[src/rtl/seq_divider_hhrb98_if.sv]
// Start/busy/done handshake and operand/result bus between the tile top and the divider.
// check_err is present only when SEQDIV_SELFCHECK_EN is defined.
interface seq_divider_hhrb98_if #(
  parameter int N_W = 8,
  parameter int D_W = 4
);
  logic           start;
  logic [N_W-1:0] dividend;
  logic [D_W-1:0] divisor;
  logic           busy;
  logic           done;
  logic [N_W-1:0] quotient;
  logic [D_W-1:0] remainder;
  logic           div_by_zero;
`ifdef SEQDIV_SELFCHECK_EN
  logic           check_err;

  modport master (
    output start, dividend, divisor,
    input  busy, done, quotient, remainder, div_by_zero, check_err
  );
  modport slave (
    input  start, dividend, divisor,
    output busy, done, quotient, remainder, div_by_zero, check_err
  );
`else
  modport master (
    output start, dividend, divisor,
    input  busy, done, quotient, remainder, div_by_zero
  );
  modport slave (
    input  start, dividend, divisor,
    output busy, done, quotient, remainder, div_by_zero
  );
`endif
endinterface

[src/rtl/seq_divider_hhrb98.sv]
// Restoring divider, one quotient bit per clock, start/busy/done handshake.
// Optional SEQDIV_SELFCHECK_EN adds a q*d+r result checker driving check_err.
module seq_divider_hhrb98 #(
  parameter int N_W = 8,
  parameter int D_W = 4
) (
  input  logic                clk,
  input  logic                rst_n,
  seq_divider_hhrb98_if.slave bus
);
  localparam int CNT_W = (N_W > 1) ? $clog2(N_W) : 1;

  typedef enum logic [1:0] {
    S_IDLE = 2'd0,
    S_RUN  = 2'd1,
    S_DONE = 2'd2
  } state_t;

  state_t         r_state;
  state_t         w_state_nxt;
  logic [CNT_W-1:0] r_cnt;
  logic [N_W-1:0] r_dvd;
  logic [D_W-1:0] r_dvs;
  logic [D_W-1:0] r_rem;
  logic [N_W-1:0] r_quot;
  logic [D_W-1:0] r_remo;
  logic           r_dbz;

  logic           w_accept;
  logic           w_last;
  logic [D_W:0]   w_shift;
  logic [D_W:0]   w_diff;
  logic           w_qbit;
  logic [N_W-1:0] w_q_nxt;
  logic [D_W-1:0] w_rem_nxt;
  logic           w_busy;
  logic           w_done;

  assign w_accept = bus.start && (r_state != S_RUN);
  assign w_last   = (r_cnt == CNT_W'(N_W - 1));

  // r_dvd doubles as the quotient register: dividend bits leave at the MSB
  // while quotient bits enter at the LSB.
  assign w_shift   = {r_rem, r_dvd[N_W-1]};
  assign w_diff    = w_shift - {1'b0, r_dvs};
  assign w_qbit    = ~w_diff[D_W];
  assign w_rem_nxt = w_qbit ? w_diff[D_W-1:0] : w_shift[D_W-1:0];
  assign w_q_nxt   = {r_dvd[N_W-2:0], w_qbit};

  always_ff @(posedge clk or negedge rst_n) begin
    if (!rst_n) begin
      r_state <= S_IDLE;
    end else begin
      r_state <= w_state_nxt;
    end
  end

  always_comb begin
    w_state_nxt = r_state;
    case (r_state)
      S_IDLE, S_DONE: begin
        if (bus.start) begin
          w_state_nxt = (bus.divisor == '0) ? S_DONE : S_RUN;
        end else begin
          w_state_nxt = S_IDLE;
        end
      end
      S_RUN: begin
        if (w_last) begin
          w_state_nxt = S_DONE;
        end
      end
      default: w_state_nxt = S_IDLE;
    endcase
  end

  always_comb begin
    w_busy = 1'b0;
    w_done = 1'b0;
    case (r_state)
      S_RUN:   w_busy = 1'b1;
      S_DONE:  w_done = 1'b1;
      default: ;
    endcase
  end

  always_ff @(posedge clk or negedge rst_n) begin
    if (!rst_n) begin
      r_cnt  <= '0;
      r_dvd  <= '0;
      r_dvs  <= '0;
      r_rem  <= '0;
      r_quot <= '0;
      r_remo <= '0;
      r_dbz  <= 1'b0;
    end else if (w_accept) begin
      r_dvd <= bus.dividend;
      r_dvs <= bus.divisor;
      r_rem <= '0;
      r_cnt <= '0;
      if (bus.divisor == '0) begin
        r_quot <= '1;
        r_remo <= bus.dividend[D_W-1:0];
        r_dbz  <= 1'b1;
      end
    end else if (r_state == S_RUN) begin
      r_dvd <= w_q_nxt;
      r_rem <= w_rem_nxt;
      r_cnt <= r_cnt + CNT_W'(1);
      if (w_last) begin
        r_quot <= w_q_nxt;
        r_remo <= w_rem_nxt;
        r_dbz  <= 1'b0;
      end
    end
  end

  assign bus.busy        = w_busy;
  assign bus.done        = w_done;
  assign bus.quotient    = r_quot;
  assign bus.remainder   = r_remo;
  assign bus.div_by_zero = r_dbz;

`ifdef SEQDIV_SELFCHECK_EN
  localparam int M_W = N_W + D_W;

  logic [N_W-1:0] r_dvd_cap;
  logic           r_chk;
  logic [M_W-1:0] w_mac;
  logic           w_chk_nxt;

  assign w_mac     = M_W'(w_q_nxt) * M_W'(r_dvs) + M_W'(w_rem_nxt);
  assign w_chk_nxt = (w_mac != M_W'(r_dvd_cap)) || (w_rem_nxt >= r_dvs);

  always_ff @(posedge clk or negedge rst_n) begin
    if (!rst_n) begin
      r_dvd_cap <= '0;
      r_chk     <= 1'b0;
    end else if (w_accept) begin
      r_dvd_cap <= bus.dividend;
      if (bus.divisor == '0) begin
        r_chk <= 1'b0;
      end
    end else if ((r_state == S_RUN) && w_last) begin
      r_chk <= w_chk_nxt;
    end
  end

  assign bus.check_err = r_chk;
`endif
endmodule

[src/flat_wrapper.sv]
// flat-port wrapper written by rule: the top's interface ports become plain ports
module seq_divider_hhrb98_flat 
#(
  parameter int N_W = 8,
  parameter int D_W = 4
)
  (clk, rst_n, bus_start, bus_dividend, bus_divisor, bus_busy, bus_done, bus_quotient, bus_remainder, bus_div_by_zero);
  seq_divider_hhrb98_if #(.N_W(N_W), .D_W(D_W)) bus_i ();
  input  logic clk;
  input  logic rst_n;
  input wire logic [$bits(bus_i.start)-1:0] bus_start;
  input wire logic [$bits(bus_i.dividend)-1:0] bus_dividend;
  input wire logic [$bits(bus_i.divisor)-1:0] bus_divisor;
  output wire logic [$bits(bus_i.busy)-1:0] bus_busy;
  output wire logic [$bits(bus_i.done)-1:0] bus_done;
  output wire logic [$bits(bus_i.quotient)-1:0] bus_quotient;
  output wire logic [$bits(bus_i.remainder)-1:0] bus_remainder;
  output wire logic [$bits(bus_i.div_by_zero)-1:0] bus_div_by_zero;
  assign bus_i.start = bus_start;
  assign bus_i.dividend = bus_dividend;
  assign bus_i.divisor = bus_divisor;
  assign bus_busy = bus_i.busy;
  assign bus_done = bus_i.done;
  assign bus_quotient = bus_i.quotient;
  assign bus_remainder = bus_i.remainder;
  assign bus_div_by_zero = bus_i.div_by_zero;
  seq_divider_hhrb98 #(.N_W(N_W), .D_W(D_W)) u_core (.clk(clk), .rst_n(rst_n), .bus(bus_i));
endmodule
[config.mk]
export PLATFORM = sky130hd
export DESIGN_NAME = seq_divider_hhrb98_flat
export DESIGN_NICKNAME = d
export VERILOG_FILES = /design/src/rtl/seq_divider_hhrb98_if.sv /design/src/rtl/seq_divider_hhrb98.sv /design/src/flat_wrapper.sv
export SDC_FILE = /design/constraint.sdc
export NUM_CORES = 1
export LEC_CHECK = 0
export CAP_MARGIN = 20
export CELL_PAD_IN_SITES_DETAIL_PLACEMENT = 0
export CELL_PAD_IN_SITES_GLOBAL_PLACEMENT = 1
export CORE_MARGIN = 5
export CORE_UTILIZATION = 36
export CTS_CLUSTER_SIZE = 30
export DETAILED_ROUTE_END_ITERATION = 16
export GPL_ROUTABILITY_DRIVEN = 0
export PLACE_DENSITY_LB_ADDON = 0.1
export SYNTH_ARGS = -nofsm -noshare
export SYNTH_HDL_FRONTEND = slang
export SYNTH_SLANG_ARGS = --single-unit
[constraint.sdc]
create_clock -name clk -period 2.1 [get_ports clk]
set_clock_uncertainty 0.1 [all_clocks]
set_input_delay 0.21 -clock clk [delete_from_list [all_inputs] [get_ports clk]]
set_output_delay 0.21 -clock clk [all_outputs]
set_load 0.02 [all_outputs]
==> flow_metrics.py <==
metrics = {
    "clock_tree": {
        "htreeDepth": 2,
        "clock_path_buffers": 2,
        "cts_tree": "built",
        "ctsHoldBuffers": 0,
        "clk_latency_ps": 280,
        "cts_root_buffer": "clkbuf_8",
        "cts.sinks": 34,
        "cts_buffers": 5,
        "clkTransAtPathRegs_ps": 70,
    },
    "setup_path": {
        "r2r_setup_slack_ps": -20,
        "worstPathArrival_ps": 2190,
        "worst_setup_path_end_kind": "flop",
        "crit_type": "flop to flop",
        "max_stage_delay_ps": 370,
        "start_kind": "flop",
        "path_buf_inv": 1,
        "crit_family": "adder cells",
        "cpMaxStageDelayCell": "dfrtp_1",
        "worstPathCellList": "inv_2, ha_4, fa_2, nand2b_4, a21oi_4, xor2_4, mux2i_2, a21oi_1",
        "crit_fanout": 6,
        "worstPathRequired_ps": 2160,
    },
    "drt": {
        "ant_nets": 0,
        "wl_per_cell_um": 16.1,
        "drc_errors": 0,
        "vias_per_cell": 5.29,
        "drt_iter0_drc": 88,
        "via_count": 1406,
        "first_pass_iters": 4,
        "wirelength_mm": 4.29,
    },
    "placed_design": {
        "place_ws_ps": -52.8,
        "place_area_mm2": 0.00216,
        "dp_hpwl_mm": 3.13,
        "portBuffers": 29,
        "placed_cells": 253,
    },
    "layout": {
        "final_cells": 266,
        "layout-drive-gt1-share_pct": 17.9,
        "syn_to_final_growth_pct": 33.2,
        "fin_util_pct": 48.8,
        "final_common_cell": "dfrtp_1",
        "fin_area_mm2": 0.00229,
        "nets": 234,
        "fillCellCount": 454,
        "layout_common_cells": "dfrtp_1, clkdlybuf4s50_1, nand2_1, o21ai_0, buf_4",
        "diodes": 0,
    },
    "yosys": {
        "ys_seq_area_share_pct": 49.5,
        "synthArstFlopShare_pct": 100,
        "syn_area_per_cell_um2": 10.5,
        "synth_cell_types": 40,
        "yosysWarnings": 0,
        "synth_edf_count": 0,
        "ys.flop_type": "dfrtp_1",
        "syn_inst": 164,
        "ys_ff_latch": 34,
        "syn_nets": 186,
        "syn_area_mm2": 0.00172,
    },
    "sta": {
        "slew_violations": 0,
        "slew-limit-headroom_pct": 70.0,
        "worst-slew-pin-transition_ps": 451,
        "period_minus_slack_ps": 2120,
        "max_freq_mhz": 471,
        "rsz0062_at_grt": "yes",
        "setup_tns_ps": -43.9,
        "timing.hold.ws_ps": 241,
        "finalWorstSetupSlack_ps": -22.0,
        "setup_viol": 4,
        "timing.final.crit_share_pct": 101,
        "hold_viol": 0,
    },
    "grt": {
        "antenna_found_initial": 0,
        "grt_max_degree": 35,
        "grt_pass1_wl_mm": 7.36,
        "overflow": 0,
        "grtUsageTotal_pct": 15.3,
        "grt_pass1_vias": 1494,
    },
    "floorplanning": {
        "die_x_um": 79.1,
        "ios": 30,
        "die_h_um": 79.1,
        "core-area_mm2": 0.00469,
        "start_util_pct": 36.7,
        "row_count": 25,
        "fp.dieArea_mm2": 0.00626,
    },
    "power": {
        "p_leak_nw": 1.02,
        "irDropWorstVdd_v": 0.000798,
        "power_density_mw_per_mm2": 1800,
        "power_mw": 4.13,
    },
    "status": {
        "violations": "setup timing",
        "status": "finished, violations left",
    },
    "flow_run": {
        "maxCapViolCount": 0,
    },
    "hold_path": {
        "hold_class": "primary input to async pin",
    },
}
[layer usage]
layer  global-route usage (%)  wire length, µm
met5                        0                0
met3                     3.97              208
met4                     5.15               54
met2                     25.3             2090
met1                     19.5             1940
[worst paths after layout]
check | depth (start not counted) | startpoint | endpoint
max | 8 | u_core.r_dvd[7] | u_core.bus.remainder[2]
min | 2 | rst_n | u_core.r_dvs[2]
max reg2reg | 8 | u_core.r_dvd[7] | u_core.bus.remainder[2]
min reg2reg | 1 | u_core.bus.quotient[0] | u_core.bus.quotient[0]
max in group asynchronous | 2 | rst_n | u_core.r_cnt[0]
min in group clk | 1 | u_core.bus.quotient[0] | u_core.bus.quotient[0]
[power by group]
group / switching [mW] / leakage (nW) / total (mW) / internal (mW)
logic: 1.22 / 0.563 / 2.46 / 1.24
clock network: 0.237 / 0.0438 / 0.459 / 0.222
registers: 0.225 / 0.409 / 1.21 / 0.980
[synth_stat cells, types with 2 or more instances]
library cell  instances  area, µm²
a21oi_1               4       20.0
a22o_1                2       17.5
a31oi_1               2       12.5
and3_1                2       12.5
buf_2                 2       10.0
buf_4                 2       15.0
clkbuf_1              2       7.51
dfrtp_1              34        851
ha_1                  6       75.1
inv_1                 6       22.5
mux2i_1              11        110
nand2_1              26       97.6
nand2b_1              2       12.5
nand4b_1              2       17.5
nor2_1                8       30.0
nor3_1                2       10.0
nor4_1                2       12.5
nor4b_1               2       17.5
o21ai_0              19       95.1
o22a_1                8       70.1
[sequential cells by signal (all words and copies together), names as in the netlist]
register,cells
u_core.bus.quotient,8
u_core.r_dvd,8
u_core.bus.remainder,4
u_core.r_dvs,4
u_core.r_rem,4
u_core.r_cnt,3
u_core.r_state,2
u_core.bus.div_by_zero,1
[what timing repair did]
| action | in CTS | in global routing |
|---|---|---|
| endpoints found under the setup margin | 2 | 8 |
| pin swaps | 5 | 7 |
| gates resized for setup | 0 | 3 |
| buffers inserted | 2 | 4 |
[kinds of logic after synthesis]
| kind of cell | count (synthesis) | share of synthesized area, % |
|---|---|---|
| buf+inv | 15 | 4.29 |
| mux | 11 | 6.40 |
| xor+xnor | 3 | 2.62 |
| fa+ha+maj | 7 | 5.53 |
| flops | 34 | 49.5 |
| simple gates | 53 | 15.6 |
| compound gates | 41 | 16.1 |
[layout make-up]
| type | instances | area, µm² | area share, % |
|---|---|---|---|
| Sequential cell | 34 | 851 | 37.1 |
| Multi-Input combinational cell | 115 | 820 | 35.8 |
| Timing Repair Buffer | 49 | 448 | 19.6 |
| Clock buffer | 5 | 68.8 | 3.00 |
| Tap cell | 54 | 67.6 | 2.95 |
| Inverter | 7 | 26.3 | 1.15 |
| Clock inverter | 2 | 10.0 | 0.437 |
Power figures use the tool's default switching activity.
==> variant, RTL diff (same flow settings) <==
`D_W` is set to 4 in 3 places; all go to 6.
--- a/src/rtl/seq_divider_hhrb98_if.sv
+++ b/src/rtl/seq_divider_hhrb98_if.sv
@@ -3,5 +3,5 @@
 interface seq_divider_hhrb98_if #(
   parameter int N_W = 8,
-  parameter int D_W = 4
+  parameter int D_W = 6
 );
   logic           start;
--- a/src/rtl/seq_divider_hhrb98.sv
+++ b/src/rtl/seq_divider_hhrb98.sv
@@ -3,5 +3,5 @@
 module seq_divider_hhrb98 #(
   parameter int N_W = 8,
-  parameter int D_W = 4
+  parameter int D_W = 6
 ) (
   input  logic                clk,
--- a/src/flat_wrapper.sv
+++ b/src/flat_wrapper.sv
@@ -3,5 +3,5 @@
 #(
   parameter int N_W = 8,
-  parameter int D_W = 4
+  parameter int D_W = 6
 )
   (clk, rst_n, bus_start, bus_dividend, bus_divisor, bus_busy, bus_done, bus_quotient, bus_remainder, bus_div_by_zero);
Interface: changed (resized bus_divisor and bus_remainder); port bits go from 30 to 34. The function was not compared with the original's and may differ.
==> variant against the unedited design <==
  * The run still ends with negative setup slack left
  * Critical path depth grew 3
  * Sequential cell count rose by 6
  * Synthesized area up 21%
  * Global-route usage up 0.79 points
  * Sequential power increased by 14%
  * Non-clock buffer count rose by 30
  * Wire length increased by 30%
  * Setup slack got worse by 380 ps
  * Maximum frequency shrank 15%
  * Clock power rose by 37%
  * Cell area is 30% higher
  * Power grew 34%
  * Count of clock-buffer cells in the layout grew 1
  * Critical endpoint is now u_core.bus.remainder[5]$_DFFE_PN0P_
  * Largest cell class is now multi-input gates
==> variant: results (changes against the unedited design) <==
| Metric | Value |
|---|---|
| Routed wl met2 | `2.572 mm (+23%)` |
| Port-buffer cells | `33 (+14%)` |
| Final setup vio count | `14 (+10)` |
| Initial antenna violation count | `0 (unchanged)` |
| Largest net degree at the start of global routing | `41 (+17%)` |
| GR Util met3 | `0.04131 (+0.001624)` |
| P_int | `0.003276 W (+34%)` |
| Htree depth | `2 (unchanged)` |
| FF-to-FF Start | `u_core.r_dvd[7]$_DFFE_PN0P_` |
| Comb pwr | `0.00351 W (+43%)` |
| Net Sw Frac | `0.4068 (-0.001618)` |
| Slowest stage delay, CP | `roughly 380 ps` |
| Capture point of the worst reg-to-reg path | `u_core.bus.remainder[5]$_DFFE_PN0P_` |
| Post-synth ARST share | `1.000 (unchanged)` |
| Max Used Layer | `met4` |
| Sequential area share after synthesis | `0.4808 (-0.01378)` |
| Drt via density | `4.909 (-7.1%)` |
| WL met3 | `291 um (+40%)` |
| Max-slew headroom | `0.6454 (-0.05411)` |
| First-pass GRT wire length | `9.204 mm (+25%)` |
| CTS Hold Bufs | `1 (+1)` |
| Top cells by area, synth | `dfrtp_1 48%, nand2_1 6.1%, mux2i_1 5.3%, ha_1 4.8%, o21ai_0 4.1%` |
| Wire length on met1 | `2.692 mm (+39%)` |
| Vias in the first global route | `1787 (+20%)` |
| Placed Area | `2724 um2 (+26%)` |
| Hold crit path type | `reg -> reg` |
| DR iter-0 viols | `69 (-22%)` |
| Post-CTS Resized | `8 (+8)` |
| Clk Latency, worst-skew pair | `between 200 and 300 ps` |
| Post-Syn Nets | `241 (+30%)` |
| Violations in the final reports | `negative setup slack` |
| Mean routed wirelength per cell | `15.41 um (-4.5%)` |
| NumNets Final | `316 (+35%)` |
| Max stage delay cell, worst path | `dfrtp_1` |
| Setup CP Type | `reg -> reg` |
| Fin Setup TNS | `-4715 ps (-4671 ps)` |
| Distinct cells, synth | `41 (+2.5%)` |
| Status | `complete, but fails checks` |
| GR Util All Layers | `0.1613 (+0.007862)` |
| CP max FO | `7 (+1)` |
| Worst IR drop on VDD | `842.4 uV (+5.5%)` |
| Dpl ws | `-458.2 ps (-405.4 ps)` |
| Final WS setup | `-406.2 ps (-384.1 ps)` |
| GRT met2 Usage | `0.2481 (-0.005294)` |
| Leak Pwr | `1.347 nW (+33%)` |
| Reported clock group power | `0.000630 W (+37%)` |
| M1 GR Usage | `0.2245 (+0.02996)` |
| Crit path max-delay family | `compound AO/OA/AOI/OAI gates` |
| Post-CTS Setup Bufs | `6 (+4)` |
| DP HPWL | `3.978 mm (+27%)` |
| Commonest cells in the netlist | `40 x dfrtp_1, 34 x nand2_1, 17 x o21ai_0` |
| R2R cell count | `11 (+3)` |
| Layout cells sized above 1 | `0.2543 (+0.07505)` |
[variant: cell families (layout without fill, tap and decap cells)]
logic type | after synthesis | count (layout) | share of synthesized area
AO/OA/AOI/OAI | 54 | 54 | 0.1683
buffers and inverters | 21 | 97 | 0.04206
multiplexers | 11 | 11 | 0.05289
adder cells (fa/ha/maj) | 9 | 9 | 0.05769
flip-flops | 40 | 40 | 0.4808
AND/OR/NAND/NOR | 76 | 76 | 0.1725
XOR/XNOR | 4 | 4 | 0.02585
[variant: layout make-up]
| class | count | area (um2) |
|---|---|---|
| Tap cell | 72 | 90.09 |
| Inverter | 10 | 37.54 |
| Sequential cell | 40 | 1001 |
| Fill cell | 544 | 2600 |
| Clock inverter | 2 | 35.03 |
| Timing Repair Buffer | 79 | 673.1 |
| Clock buffer | 6 | 72.57 |
| Multi-Input combinational cell | 154 | 1065 |
[variant: through the flow]
step	hold WS, ps	cells
final	386.1	363
after detailed placement	216.9	345
after global routing	401.9	363
after floorplan	-185.6	215
after global placement	215.8	345
after CTS	388.4	360
